--- src/rtl/counter_sequencer.sv ---
// Command sequencer driving an external 4-bit up/down counter: LOAD, CLEAR and multi-step UP/DOWN.
// Optional SEQ_ABORT_EN adds an abort input and an aborted flag on the completion pulse.
module counter_sequencer (
    input  logic       clk,
    input  logic       mr,
    input  logic       cmd_valid,
    output logic       cmd_ready,
    input  logic [1:0] cmd_op,
    input  logic [3:0] cmd_arg,
    output logic       cnt_mr,
    output logic       cnt_load,
    output logic       cnt_en,
    output logic       cnt_dn,
    output logic [3:0] cnt_d,
    input  logic [3:0] cnt_q,
    output logic       busy,
    output logic       done,
    output logic [3:0] wrap_cnt,
    output logic [3:0] result_q
`ifdef SEQ_ABORT_EN
    ,
    input  logic       abort,
    output logic       aborted
`endif
);

    localparam logic [2:0] S_IDLE  = 3'd0;
    localparam logic [2:0] S_LOAD  = 3'd1;
    localparam logic [2:0] S_CLEAR = 3'd2;
    localparam logic [2:0] S_RUN   = 3'd3;
    localparam logic [2:0] S_DONE  = 3'd4;

    localparam logic [1:0] OP_LOAD  = 2'b00;
    localparam logic [1:0] OP_UP    = 2'b01;
    localparam logic [1:0] OP_DOWN  = 2'b10;
    localparam logic [1:0] OP_CLEAR = 2'b11;

    logic [2:0] state;
    logic [2:0] state_nxt;
    logic [1:0] op_r;
    logic [3:0] arg_r;
    logic [3:0] rem;
    logic       accept;
    logic       abort_hit;
    logic       wrap_evt;

    function automatic logic [3:0] sat_inc4(input logic [3:0] v);
        return (v == 4'hF) ? v : v + 4'd1;
    endfunction

`ifdef SEQ_ABORT_EN
    logic aborted_r;
    assign abort_hit = abort & ((state == S_LOAD) | (state == S_RUN));
    assign aborted   = (state == S_DONE) & aborted_r;

    always_ff @(posedge clk) begin
        if (mr) begin
            aborted_r <= 1'b0;
        end else if (accept) begin
            aborted_r <= 1'b0;
        end else if (abort_hit) begin
            aborted_r <= 1'b1;
        end
    end
`else
    assign abort_hit = 1'b0;
`endif

    assign accept    = cmd_valid & cmd_ready;
    assign cmd_ready = (state == S_IDLE);
    assign busy      = (state != S_IDLE);
    assign done      = (state == S_DONE);
    // mr also clears the counter so an aborted-by-reset RUN leaves it at zero
    assign cnt_mr    = mr | (state == S_CLEAR);
    assign cnt_load  = (state == S_LOAD) & ~abort_hit;
    assign cnt_d     = (state == S_LOAD) ? arg_r : 4'd0;
    assign cnt_en    = (state == S_RUN) & ~abort_hit;
    assign cnt_dn    = (state == S_RUN) & (op_r == OP_DOWN);
    assign wrap_evt  = cnt_en & (((op_r == OP_UP)   & (cnt_q == 4'hF)) |
                                 ((op_r == OP_DOWN) & (cnt_q == 4'h0)));

    always_comb begin
        state_nxt = state;
        case (state)
            S_IDLE: begin
                if (accept) begin
                    case (cmd_op)
                        OP_LOAD:  state_nxt = S_LOAD;
                        OP_CLEAR: state_nxt = S_CLEAR;
                        default:  state_nxt = (cmd_arg == 4'd0) ? S_DONE : S_RUN;
                    endcase
                end
            end
            S_LOAD:  state_nxt = S_DONE;
            S_CLEAR: state_nxt = S_DONE;
            S_RUN:   if (abort_hit || rem == 4'd1) state_nxt = S_DONE;
            S_DONE:  state_nxt = S_IDLE;
            default: state_nxt = S_IDLE;
        endcase
    end

    always_ff @(posedge clk) begin
        if (mr) begin
            state    <= S_IDLE;
            rem      <= 4'd0;
            wrap_cnt <= 4'd0;
            result_q <= 4'd0;
        end else begin
            state <= state_nxt;
            if (accept) begin
                rem      <= cmd_arg;
                wrap_cnt <= 4'd0;
            end else if (state == S_RUN) begin
                rem <= rem - 4'd1;
                if (wrap_evt) wrap_cnt <= sat_inc4(wrap_cnt);
            end
            if (state == S_DONE) result_q <= cnt_q;
        end
    end

    // command operands are plain data: captured on accept, never reset
    always_ff @(posedge clk) begin
        if (accept) begin
            op_r  <= cmd_op;
            arg_r <= cmd_arg;
        end
    end

endmodule

--- config.mk ---
export PLATFORM = sky130hd
export DESIGN_NAME = counter_sequencer
export DESIGN_NICKNAME = d
export VERILOG_FILES = /design/src/rtl/counter_sequencer.sv
export SDC_FILE = /design/constraint.sdc
export NUM_CORES = 1
export LEC_CHECK = 0
export CORE_ASPECT_RATIO = 0.8
export CORE_UTILIZATION = 41
export DETAILED_ROUTE_END_ITERATION = 10
export GPL_TIMING_DRIVEN = 0
export HOLD_SLACK_MARGIN = 0.03
export PLACE_DENSITY = 0.83
export SLEW_MARGIN = 20
export SYNTH_ARGS = -nofsm -noshare
export SYNTH_HDL_FRONTEND = slang
export SYNTH_SLANG_ARGS = --single-unit
--- constraint.sdc ---
create_clock -name clk -period 1.5 [get_ports clk]
set_clock_uncertainty 0.15 [all_clocks]
set_input_delay 0.15 -clock clk [delete_from_list [all_inputs] [get_ports clk]]
set_output_delay 0.15 -clock clk [all_outputs]
set_load 0.02 [all_outputs]
==> results of run 1 <==
critical path, cell delays in order, from the launching register on:
cell and delay [ns]:
edfxtp_1 0.47, nand3b_1 0.36, a211oi_4 0.33, mux2i_1 0.25
per-layer routing:
layer,vias up,routed length [um]
met4,0,51
met2,36,1550
met5,-,0
li1,490,-
met3,8,136
met1,488,1310
cells in the mapped netlist, types with 3 or more instances:
cell type	instances
nand2_1	9
a21oi_1	5
a211oi_1	3
dfxtp_1	15
edfxtp_1	6
or3_1	3
ha_1	5
inv_1	7
nand3_1	3
mux2i_1	8
and2_1	4
nor2_1	15
state kept, by name, indices dropped and copies added (netlist names):
register	flops
arg_r	4
rem	4
result_q	4
wrap_cnt	4
state	3
op_r	2
stage by stage:
stage	setup slack, ns	total power, mW
5_1_grt	-0.193	1.74
6_report	-0.131	1.66
4_1_cts	-0.0743	1.52
3_3_place_gp	-0.415	1.16
2_1_floorplan	-0.0173	0.979
3_5_place_dp	-0.522	1.17
final timing paths:
path | start | end | slack (ns) | cells past startpoint
min reg2reg | result_q[1] | result_q[1] | 0.35 | 2
max | op_r[0] | wrap_cnt[2] | -0.13 | 3
max reg2reg | op_r[0] | wrap_cnt[2] | -0.13 | 3
min | cnt_q[3] | result_q[3] | 0.12 | 3
where the power goes:
part           internal, mW  total (mW)  switching, mW
combinational         0.347       0.659          0.311
clock                 0.104       0.272          0.168
sequential            0.652       0.726         0.0731
layout make-up:
class | instances | share of cell area
well taps | 34 | 0.0256
repair buffers | 46 | 0.261
multi-input cells | 77 | 0.373
flip-flops and latches | 21 | 0.296
plain buffers | 2 | 0.00903
inverters | 8 | 0.0196
clock buffers | 4 | 0.0158
kinds of logic after synthesis:
family / after synthesis / synth area share
AO/OA/AOI/OAI: 17 / 0.113
multiplexers: 8 / 0.0772
adder cells (fa/ha/maj): 5 / 0.0603
buffers and inverters: 10 / 0.0398
flip-flops: 21 / 0.463
AND/OR/NAND/NOR: 47 / 0.246
repair_timing:
item	4_1_cts	5_1_grt
gates cloned	0	1
buffers inserted	7	7
setup endpoints to repair	26	27
resized for setup	84	16
pin swaps	3	7
==> results.json, run 1 <==
{
  "yosys.area.top_type": "dfxtp_1",
  "postSynthCellCount": 108,
  "grt_overflow": 0,
  "wirelength_um": 3050,
  "crit_arrival_ns": 1.71,
  "antenna_cells": 0,
  "worst_pin_slew_ns": 0.571,
  "postRouteAntennaNets": 0,
  "fin_crit_sh": 1.09,
  "routedWlPerCell_um": 15.9,
  "layout-drive-gt1-share": 0.310,
  "synth_top_area_frac": 0.290,
  "design.core.area_sq_um": 2270,
  "worst_hold_slack_ns": 0.123,
  "maxSlewViolCount": 0,
  "final_net_count": 177,
  "final_cell_mix": "13 x nor2_1, 13 x buf_4, 12 x dlygate4sd2_1, 12 x dfxtp_1, 10 x buf_6",
  "power_density_nw_per_um2": 996,
  "fin_setup_tns_ns": -0.708,
  "p_leak_nw": 0.709,
  "cts_max_level": 1,
  "drc": 0,
  "grt_max_degree": 13,
  "crit_path_max_fanout": 3,
  "synth_edf_count": 6,
  "met3_usage": 0.0606,
  "syn_area_per_cell_sq_um": 9.60,
  "vdd.ir_drop.worst_mv": 0.708,
  "final_cells": 192,
  "drt_iter0_drc": 20,
  "async_reset_ff_frac": 0,
  "cts_tree": "done",
  "cts_hold_buffers": 0,
  "cap_violations": 0,
  "gp_congestion": 0.761,
  "num_vias": 1022,
  "grtUsageMet1": 0.248,
  "clk_latency_ns": 0.30,
  "grt_pass1_wl_um": 4250,
  "layout.area.seq_sq_um": 492,
  "multi_input_area_sq_um": 621,
  "post-dp-hpwl_um": 1770,
  "num_rows": 15,
  "port-buffer-count": 31,
  "status": "finished with violations",
  "area_delta_synth_final_pct": 60.3,
  "top_usage_layer": "met2",
  "ys_seq_elements": 21,
  "worstSetupPathType": "reg -> reg",
  "synthTopCellsByArea": "dfxtp_1 29%, edfxtp_1 17%, mux2i_1 7.7%, ha_1 6.0%, nor2_1 5.4%",
  "antenna_found_initial": 0,
  "cts_buffers": 3,
  "critical_path_required_ns": 1.58,
  "synth_ff_type": "dfxtp_1",
  "die_width_um": 58.2,
  "fillCellCount": 159,
  "slew-limit-headroom": 0.616,
  "die_y_um": 47.0,
  "placed_area_sq_um": 1410,
  "use_met2": 0.395,
  "yosysSeqAreaShare": 0.463,
  "crit_path_end_kind": "flop",
  "clkTransAtPathRegs_ns": 0.11,
  "finalSetupViolations": 15,
  "synth_area_sq_um": 1040,
  "start_util": 0.457,
  "die-area_sq_um": 2740,
  "grtUsageTotal": 0.217,
  "routed_via_density": 5.32,
  "cts_sinks": 21,
  "fin_util": 0.732,
  "fin_crit_ns": 1.63,
  "synth_cell_type_count": 30,
  "rsz0062_at_grt": "yes",
  "violations": "negative setup slack",
  "dp_cells": 173,
  "yosysWarnings": 0,
  "clk_path_buf_depth": 2,
  "hold_path_class": "in -> reg",
  "ios": 32,
  "cts_root_buf": "clkbuf_4",
  "dr.pass1.iters": 4,
  "first_global_vias": 943,
  "finalHoldViolCount": 0,
  "synthesis.nets": 126,
  "cp-start-kind": "flop",
  "final_area_sq_um": 1660,
  "fin_ws_ns": -0.131,
  "clock.fmax_mhz": 613
}
(Power assumes the default switching activity.)
==> inputs of run 2 (changes only) <==
Settings changed: PLACE_DENSITY 0.83 to not set, PLACE_DENSITY_LB_ADDON set to 0.08, SLEW_MARGIN 20 to not set.
==> run 2 against run 1 <==
Against the previous run:
- the run still ends with negative setup slack left
- die area unchanged
- worst hold slack got worse by 0.014 ns
- register-to-register slack improved by 0.11 ns
- core utilization fell by 1.3 points
- maximum frequency grew 1.6%
- global-route usage is 1.8 points lower
- total power is 1.9% lower
- largest cell class unchanged
- critical path depth is 1 higher
==> results.json, run 2 (synthesized netlist as in run 1, its figures left out) <==
{
  "status": "finished with violations",
  "violations": "negative setup slack",
  "grt_pass1_wl_um": 3830,
  "layout-drive-gt1-share": 0.312,
  "grt_overflow": 0,
  "postRouteAntennaNets": 0,
  "cp_slowest_stage_delay_ns": 0.40,
  "maxSlewViolCount": 0,
  "cts_max_level": 1,
  "worstSetupPathType": "reg -> out",
  "grt_max_degree": 12,
  "cap_violations": 0,
  "die-area_sq_um": 2740,
  "die_width_um": 58.2,
  "finalHoldViolCount": 0,
  "rsz0062_at_grt": "yes",
  "ios": 32,
  "first_global_vias": 791,
  "crit_chain": "buf_6 -> nor3_4 -> buf_6 -> buf_6",
  "layout.area.seq_sq_um": 492,
  "cts_sinks": 21,
  "routedWlPerCell_um": 14.0,
  "finalSetupViolations": 10,
  "routed_via_density": 5.17,
  "min_path_cells": 3,
  "crit_path_end": "cmd_ready",
  "critical_path_depth": 4,
  "port-buffer-count": 31,
  "hold_path_class": "in -> reg",
  "critical_path_required_ns": 1.20,
  "cp-start-kind": "flop",
  "top_layer_used": "met4",
  "post-dp-hpwl_um": 1720,
  "crit_path_max_fanout": 6,
  "power_density_nw_per_um2": 994,
  "startpoint": "state[2]",
  "wirelength_um": 2630,
  "vdd.ir_drop.worst_mv": 0.646,
  "worst_hold_slack_ns": 0.109,
  "crit_top_cell": "buf_6",
  "drt_iter0_drc": 31,
  "start_util": 0.457,
  "p_leak_nw": 0.691,
  "worstHoldStart": "cnt_q[0]",
  "multi_input_area_sq_um": 626,
  "num_vias": 972,
  "route.met2.wl_um": 1180,
  "gp_congestion": 0.783,
  "antenna_cells": 0,
  "cts_tree": "done",
  "num_rows": 15,
  "final_common_cell": "buf_6",
  "worst_pin_slew_ns": 0.498,
  "slowest_stage": "dfxtp_4",
  "ff2ff_setup_slack_ns": -0.02,
  "grtUsageTotal": 0.199,
  "dr.pass1.iters": 4,
  "die_y_um": 47.0,
  "regToRegEndpoint": "rem[1]",
  "drc": 0,
  "final_net_count": 173,
  "area_delta_synth_final_pct": 57.5,
  "fin_crit_sh": 1.07,
  "clk_latency_ns": 0.31,
  "crit_arrival_ns": 1.31,
  "fin_crit_ns": 1.61,
  "antenna_found_initial": 0,
  "wl_met1_um": 1310,
  "design.core.area_sq_um": 2270,
  "clk_path_buf_depth": 2,
  "fin_setup_tns_ns": -0.723,
  "reg2reg_from": "state[0]",
  "crit_path_end_kind": "output port",
  "cpLargestDelayFamily": "flip-flops",
  "fillCellCount": 185,
  "fin_ws_ns": -0.106,
  "clkTransAtPathRegs_ns": 0.11,
  "rr_worst_depth": 5,
  "cts_buffers": 3,
  "wl_met3_um": 117,
  "final_cell_mix": "15 x buf_6, 13 x nor2_1, 12 x dlygate4sd2_1, 12 x dfxtp_1",
  "critPathBufInv": 3,
  "cts_root_buf": "clkbuf_4",
  "clock.fmax_mhz": 623,
  "slew-limit-headroom": 0.668
}
run 2: worst min path at each step:
stage | to | slack (ns)
finish | result_q[0] | 0.11
floorplan | arg_r[0] | 0.1
global route | result_q[0] | 0.11
global placement | wrap_cnt[3] | 0.32
detailed placement | result_q[0] | 0.34
CTS | result_q[0] | 0.10
run 2: per-stage QoR:
step / util / cell area, sq um / std cells / setup slack, ns / power [mW]
detailed placement: 0.621 / 1410 / 173 / -0.468 / 1.17
floorplan: - / 1060 / 108 / -0.0173 / 0.979
CTS: 0.670 / 1520 / 184 / -0.101 / 1.51
global placement: 0.621 / 1410 / 173 / -0.445 / 1.16
finish: 0.720 / 1630 / 188 / -0.106 / 1.62
global route: 0.720 / 1630 / 188 / -0.176 / 1.70
run 2: metal layers:
metal,up-vias,GRT usage
met5,-,0
met4,0,0.0714
met3,4,0.0579
met2,29,0.308
li1,480,-
met1,459,0.270
run 2: repair_timing:
action	CTS	global route
endpoints found under the setup margin	27	26
hold buffers	0	0
buffers inserted	7	4
pin swaps	5	16
gates resized for setup	82	25
run 2: power by group:
part	total [mW]	leakage [nW]	internal, mW	switching [mW]
clock network	0.279	0.0150	0.104	0.175
registers	0.719	0.181	0.652	0.0668
logic	0.627	0.494	0.331	0.296
total	1.62	0.691	1.09	0.537
run 2: layout make-up:
cell class | instances | area share
sequential | 21 | 0.301
clock buffer | 4 | 0.0161
tap | 34 | 0.0260
inverter | 8 | 0.0214
multi-input combinational | 77 | 0.383
timing repair buffer | 42 | 0.246
buffer | 2 | 0.00689
run 2: worst reg2reg max path, delay by kind of cell, from the launching register on:
kind,cells,cell delay (ns)
and+or+nand+nor,3,0.42
DFF,1,0.40
AOI/OAI and AO/OA,1,0.24
buffers and inverters,1,0.20
